File: src/rtl/bcd_stopwatch.sv
// bcd_stopwatch: decimal run-time counter for the seven-segment display path.
// A prescaler divides clk down to one count step every TICK_DIV cycles; the
// count is kept in true per-digit BCD so each nibble can feed a digit decoder.
//
// Ports:
//   clk, rst_n       clock, asynchronous active-low reset
//   start, stop      single-cycle pulses moving STOPPED <-> RUNNING
//   clear            count and prescaler to 0, state unchanged
//   load, load_val   preset the count (digits above 9 are saturated to 9)
//   dir              0 = count up, 1 = count down (sampled on step edges)
//   lap              lap hold toggle (only with BCD_STOPWATCH_LAP_HOLD_EN)
//   bcd_out          displayed count, digit 0 in bits [3:0]
//   running          high while RUNNING
//   tick, wrap       one-cycle pulses on each step / on a wrap-around step
//   lap_active       high while the display shows the held lap value
//
// Optional feature macro: BCD_STOPWATCH_LAP_HOLD_EN enables the lap hold
// register; without it lap is ignored and lap_active is tied low.

module bcd_stopwatch #(
  parameter int DIGITS   = 6,
  parameter int TICK_DIV = 500000,
  parameter int DIV_W    = 20
) (
  input  logic                  clk,
  input  logic                  rst_n,
  input  logic                  start,
  input  logic                  stop,
  input  logic                  clear,
  input  logic                  dir,
  input  logic                  load,
  input  logic [4*DIGITS-1:0]   load_val,
  input  logic                  lap,
  output logic [4*DIGITS-1:0]   bcd_out,
  output logic                  running,
  output logic                  tick,
  output logic                  wrap,
  output logic                  lap_active
);

  typedef enum logic {
    STOPPED = 1'b0,
    RUNNING = 1'b1
  } state_t;

  localparam logic [DIV_W-1:0] PRESC_LAST = DIV_W'(TICK_DIV - 1);

  state_t              state;
  logic [DIV_W-1:0]    prescaler;
  logic [4*DIGITS-1:0] count;
  logic [4*DIGITS-1:0] step_val;
  logic [4*DIGITS-1:0] load_sat;
  logic                step_wrap;
  logic                carry;
  logic [3:0]          cur_digit;
  logic [3:0]          nxt_digit;
  logic                presc_term;
  logic                do_step;

  assign presc_term = (prescaler == PRESC_LAST);

  // clear, load and stop all pre-empt a step; the terminal count of that
  // cycle is simply lost.
  assign do_step = (state == RUNNING) && presc_term && !clear && !load && !stop;

  // Ripple the +1/-1 through the digits. carry doubles as borrow when
  // counting down; if it survives past the top digit the count wrapped.
  always_comb begin
    step_val  = '0;
    load_sat  = '0;
    carry     = 1'b1;
    cur_digit = '0;
    nxt_digit = '0;
    for (int i = 0; i < DIGITS; i++) begin
      cur_digit = count[4*i +: 4];
      if (!carry) begin
        nxt_digit = cur_digit;
      end else if (!dir) begin
        if (cur_digit >= 4'd9) begin
          nxt_digit = 4'd0;
        end else begin
          nxt_digit = cur_digit + 4'd1;
          carry     = 1'b0;
        end
      end else begin
        if (cur_digit == 4'd0) begin
          nxt_digit = 4'd9;
        end else begin
          nxt_digit = cur_digit - 4'd1;
          carry     = 1'b0;
        end
      end
      step_val[4*i +: 4] = nxt_digit;
      load_sat[4*i +: 4] = (load_val[4*i +: 4] > 4'd9) ? 4'd9 : load_val[4*i +: 4];
    end
    step_wrap = carry;
  end

  // Control FSM, prescaler and count. The prescaler only advances while
  // RUNNING, so a stop/start pair resumes mid-interval.
  always_ff @(posedge clk or negedge rst_n) begin
    if (!rst_n) begin
      state     <= STOPPED;
      prescaler <= '0;
      count     <= '0;
      tick      <= 1'b0;
      wrap      <= 1'b0;
    end else begin
      tick <= 1'b0;
      wrap <= 1'b0;
      if (clear) begin
        count     <= '0;
        prescaler <= '0;
      end else if (load) begin
        count     <= load_sat;
        prescaler <= '0;
      end else if (state == RUNNING) begin
        prescaler <= presc_term ? '0 : prescaler + DIV_W'(1);
        if (stop) begin
          state <= STOPPED;
        end
        if (do_step) begin
          count <= step_val;
          tick  <= 1'b1;
          wrap  <= step_wrap;
        end
      end else if (start) begin
        state <= RUNNING;
      end
    end
  end

  assign running = (state == RUNNING);

`ifdef BCD_STOPWATCH_LAP_HOLD_EN
  logic [4*DIGITS-1:0] hold;

  // The hold register captures the value this edge produces, so a lap on a
  // step edge freezes the freshly stepped count.
  always_ff @(posedge clk or negedge rst_n) begin
    if (!rst_n) begin
      hold       <= '0;
      lap_active <= 1'b0;
    end else if (clear || load) begin
      lap_active <= 1'b0;
    end else if (lap) begin
      if (lap_active) begin
        lap_active <= 1'b0;
      end else begin
        lap_active <= 1'b1;
        hold       <= do_step ? step_val : count;
      end
    end
  end

  assign bcd_out = lap_active ? hold : count;
`else
  logic unused_lap;

  assign unused_lap = lap;
  assign lap_active = 1'b0;
  assign bcd_out    = count;
`endif

endmodule

File: config.mk
export PLATFORM = sky130hd
export DESIGN_NAME = bcd_stopwatch
export DESIGN_NICKNAME = d
export VERILOG_FILES = /design/src/rtl/bcd_stopwatch.sv
export SDC_FILE = /design/constraint.sdc
export NUM_CORES = 1
export LEC_CHECK = 0
export CORE_ASPECT_RATIO = 2
export CORE_MARGIN = 4
export CORE_UTILIZATION = 60
export CTS_BUF_LIST = sky130_fd_sc_hd__clkbuf_8
export DETAILED_ROUTE_END_ITERATION = 16
export DONT_BUFFER_PORTS = 1
export GPL_TIMING_DRIVEN = 1
export HOLD_SLACK_MARGIN = 0.1
export PLACE_DENSITY = 0.83
export SLEW_MARGIN = 20
export SYNTH_ARGS = -nofsm -noshare
export SYNTH_HDL_FRONTEND = slang
export SYNTH_SLANG_ARGS = --single-unit
File: constraint.sdc
create_clock -name clk -period 2.3 [get_ports clk]
set_input_delay 0.23 -clock clk [delete_from_list [all_inputs] [get_ports clk]]
set_output_delay 0.23 -clock clk [all_outputs]
set_load 0.01 [all_outputs]
**Word level (Yosys, flattened, before mapping)**

Index checks and enable logic that the tools add are counted.

- Add/subtract/negate cells: 13
- Order comparisons: 12
- Equality and inequality tests: 1
- Mux-type cells: 71
- Bitwise operators: 2
- Reduce and logical (&&, ||, !) cells: 27

Operators by type and width:

| operator | count |
|---|---|
| $mux 4 | 29 |
| $mux 24 | 4 |
| $mux 20 | 4 |
| $mux 1 | 34 |
| $add 4x1->4 const B | 6 |
| $ge 4x4->1 const B | 6 |
| $gt 4x4->1 const B | 6 |
| $logic_not 4->1 | 6 |
| $sub 4x1->4 const B | 6 |
| $reduce_bool 3->1 | 7 |
| $add 20x1->20 const B | 1 |
| $eq 20x19->1 const B | 1 |
| $reduce_and 3->1 | 5 |
| $logic_and 1x1->1 | 4 |
| $reduce_and 2->1 | 2 |
| $logic_not 1->1 | 3 |
| $not 1->1 | 2 |

- Register bits: 47
- Input bits: 32
- Output and inout bits: 28
- Word-level logic and storage cells: 136

**Longest topological paths before layout**

- Depth after elaboration: 12
- Mapped depth: 7
- Depth with buffers taken out: 7

**Worst setup path before layout**

No wires, ideal clock.

- Path kind: register to register
- From: register count[4] (netlist: bcd_out[4])
- To: register count[17] (netlist: bcd_out[17])
- Library setup time: 0.125 ns
- Data arrival time: 2.126 ns
- Required time: 2.175 ns
- Slack: 0.049 ns
- Stages on the path, launching flop included: 8
- Path buffers: 0
- Clock period less this slack: 2.251 ns
- Path through: dfrtp_1 inv_1 ha_1 or3b_1 a22oi_2 and4bb_4 a21oi_4 mux2_4

- Word-level cells in the longest chain between the ends: 8
- Elaborated cells between the ends (all ways): 10
- Classes of those cells: order compare (1); mux (6); reduce/logical (3)

RTL lines:

| what | RTL line | RTL |
|---|---|---|
| start: declaration | 50 | `logic [4*DIGITS-1:0] count;` |
| start signal: assignment | 115 | `count <= load_sat;` |
| start signal: assignment | 123 | `count <= step_val;` |
| $ge 4x4->1 or $logic_not 4->1 (tied branches) | 79, 86 |  |
| $mux 1, on equally long branches | 79, 86 |  |
| $mux 1 * | 78 | `end else if (!dir) begin` |
| $mux 1 * (3 in series) | 76 | `if (!carry) begin` |
| $reduce_bool 3->1 (no source line) * | - |  |
| $reduce_and 3->1 (no source line) * | - |  |

Mark *: on every way between the ends. The rest lies on a longest branch, timed or not.
A chain may end at the register's enable or synchronous reset.

**Worst setup path in the final report**

- From: register count[4] (netlist: bcd_out[4])
- To: register count[18] (netlist: bcd_out[18])

Same word-level chain as after synthesis.

==> flow_metrics.tcl <==
set metrics [dict create \
    status "finished, final reports clean" \
    critPathCaptureType "register" \
    r2r-start "bcd_out[4]" \
    die_area_sq_mm 0.007941 \
    max_slew_margin_pct 62.36 \
    drtIter0Drc 218 \
    num_io_pins 60 \
    synthTopCellsByArea "dfrtp_1 (30%), ha_1 (6.4%), a21oi_1 (3.5%), inv_1 (3.1%), nor2_1 (2.9%)" \
    synth-async-reset-ratio_pct 100.0 \
    crit_arrival_ns 2.50 \
    crit_slowest_cell "dfrtp_1" \
    clk_path_buf_depth 2 \
    grt_overflow 0 \
    yosysSeqAreaShare_pct 30.12 \
    final.period_utilization_pct 99.23 \
    clock_latency_ns 0.32 \
    areaGrowthSynthToFinish_pct 14.80 \
    drive_gt1_share_pct 17.61 \
    critPathMaxFanout 5 \
    fillers 471 \
    antenna_found_initial 0 \
    synth_top_area_share_pct 30.12 \
    core_sq_mm 0.006310 \
    final_util_pct 71.05 \
    grt_max_degree 48 \
    postRouteAntennaNets 0 \
    clkSlewWorstSetupHoldPaths_ns 0.09 \
    yosysMostFrequentCell "dfrtp_1" \
    syn_inst 446 \
    post_dp_cell_area_sq_mm 0.004155 \
    fin_ws_ns 0.01766 \
    r2r_slack_ns 0.02 \
    fp.dieW_um 65.05 \
    whs_path_depth 2 \
    synthDistinctLibCells 74 \
    place.gp.congestion 0.9211 \
    cts_tree "yes" \
    cts_buffers 5 \
    critical_path_class "reg2reg" \
    via_per_inst 6.661 \
    die_h_um 122.1 \
    synth_edf_count 0 \
    final_area_sq_mm 0.004483 \
    start_util_pct 61.89 \
    gr-usage-all-layers_pct 29.95 \
    fmaxAchievable_ghz 0.4381 \
    root_buffer "clkbuf_8" \
    r2r_cells 7 \
    hp-start "clear" \
    drt_wl_total_um 11400 \
    synth-seq-cells 47 \
    synth_area_sq_mm 0.003905 \
    htree_levels 2 \
    cts_sinks 47 \
    synth.avg_cell_area_sq_um 8.756 \
    drv_cap 0 \
    critical-path-max-stage-delay_ns 0.44 \
    ir_drop_v 0.0005640 \
    finalHoldViolCount 0 \
    grt_pass1_vias 3901 \
    synthTopCellsByCount "dfrtp_1 (47), inv_1 (32), nor2_1 (30)" \
    grt_pass1_wl_um 18340 \
    slew_violations 0 \
    drc 0 \
    ys.flop_type "dfrtp_1" \
    dp_slack_ns 0.02227 \
    p_per_area_mw_per_mm2 523.0 \
    syn-num-nets 498 \
    diodes 0 \
    min_period_ns 2.282 \
    fin_worst_skew_ns 0.01073 \
    worstHoldPathType "in2reg" \
    io_buffers 0 \
    dp_hpwl_um 8220 \
    vias 3750 \
    setup_viol 0 \
    final_nets 528 \
    hold_end "bcd_out[8]" \
    yosysWarnings 0 \
    wire_per_inst_um 20.25 \
    required_ns 2.52 \
    crit_chain "inv_2, ha_4, or3b_4, a22oi_2, and4bb_4, a21oi_4, mux2_4" \
    reg2reg_to "bcd_out[18]" \
    rsz0062_at_grt "yes" \
    drt-pass1-iter-count 6 \
    row_count 41 \
    cellLeakagePower_uw 0.001869 \
    synth_area_leader_cell "dfrtp_1" \
    start_kind "register" \
    worst_slew_pin_slew_ns 0.5646 \
]
[logic make-up after synthesis]
| logic type | synth area share [%] |
|---|---|
| buffers and inverters | 5.767 |
| AND/OR/NAND/NOR | 25.44 |
| XOR/XNOR | 3.140 |
| other | 0.09603 |
| adder cells (fa/ha/maj) | 6.408 |
| flip-flops | 30.12 |
| AO/OA/AOI/OAI | 23.55 |
| multiplexers | 5.479 |
[stage by stage]
step / setup TNS, ns / hold slack, ns / cells / power, uW
after floorplan: 0 / -0.06559 / 446 / 1485
after global placement: 0 / -0.06446 / 542 / 1659
after detailed placement: 0 / -0.06446 / 542 / 1691
after CTS: 0 / 0.1008 / 560 / 2300
after global routing: -0.1782 / 0.1186 / 563 / 2464
final: 0 / 0.1125 / 563 / 2345
[worst max-delay path: cells and delay by family, from the launching register on]
| kind | cells | cell delay, ns |
|---|---|---|
| buffers and inverters | 1 | 0.10 |
| multiplexers | 1 | 0.33 |
| flip-flops | 1 | 0.44 |
| AND/OR/NAND/NOR | 2 | 0.68 |
| AO/OA/AOI/OAI | 2 | 0.50 |
| adder cells (fa/ha/maj) | 1 | 0.13 |
[report_power, final]
part	internal (uW)	switching, uW	total, uW
logic	373	462	835
clock network	270	294	564
registers	875	71.2	946
[state kept, by name, indices dropped and copies added, names as in the netlist]
| signal | cells |
|---|---|
| bcd_out | 24 |
| prescaler | 20 |
| running | 1 |
| tick | 1 |
| wrap | 1 |
[per-layer routing]
| metal | wire (um) | global-route usage [%] | share of wire [%] | vias to the layer above |
|---|---|---|---|---|
| li1 | - | - | - | 1703 |
| met1 | 3802 | 29.26 | 33 | 1817 |
| met2 | 6260 | 55.61 | 55 | 171 |
| met3 | 689 | 6.181 | 6.0 | 59 |
| met4 | 649 | 18.57 | 5.7 | 0 |
| met5 | 0 | 0 | 0 | - |
[layout make-up]
type,count,area [sq um],area share [%]
Sequential cell,47,1176,26.24
Clock buffer,7,96.34,2.149
Multi-Input combinational cell,343,2591,57.80
Tap cell,86,107.6,2.400
Timing Repair Buffer,45,380.4,8.485
Inverter,34,127.6,2.847
Clock inverter,1,3.754,0.08373
[cell usage in the layout, fill, tap and decap left out, types with 7 or more instances in the layout]
master,n
o21ai_0,13
dlygate4sd3_1,9
ha_1,18
nand3_1,14
nor2_1,30
nor3_1,9
nand2_1,25
o31ai_1,7
nand2b_1,13
nor2b_1,11
xor2_1,9
buf_4,35
a21oi_1,25
dfrtp_1,47
mux2i_1,9
inv_1,31
nand4_1,7
o21ai_1,7
a31oi_1,10
clkbuf_8,7
[worst max-delay path by stage]
| stage | startpoint | end | slack, ns | depth (start not counted) |
|---|---|---|---|---|
| global route | bcd_out[4] | bcd_out[17] | -0.04 | 7 |
| global placement | bcd_out[0] | bcd_out[6] | 0.08 | 6 |
| floorplan | bcd_out[4] | bcd_out[17] | 0.05 | 7 |
| detailed placement | bcd_out[0] | bcd_out[5] | 0.02 | 6 |
| finish | bcd_out[4] | bcd_out[18] | 0.02 | 7 |
| CTS | bcd_out[0] | bcd_out[5] | 0.01 | 6 |
[timing repair]
item / 4_1_cts / 5_1_grt
resized for setup: 1 / 17
endpoints found under the hold margin: 58 / 0
pin swaps: 0 / 3
buffers inserted: 0 / 3
hold buffers: 10 / 0
setup endpoints to repair: 1 / 10
Power figures use the tool's default switching activity.
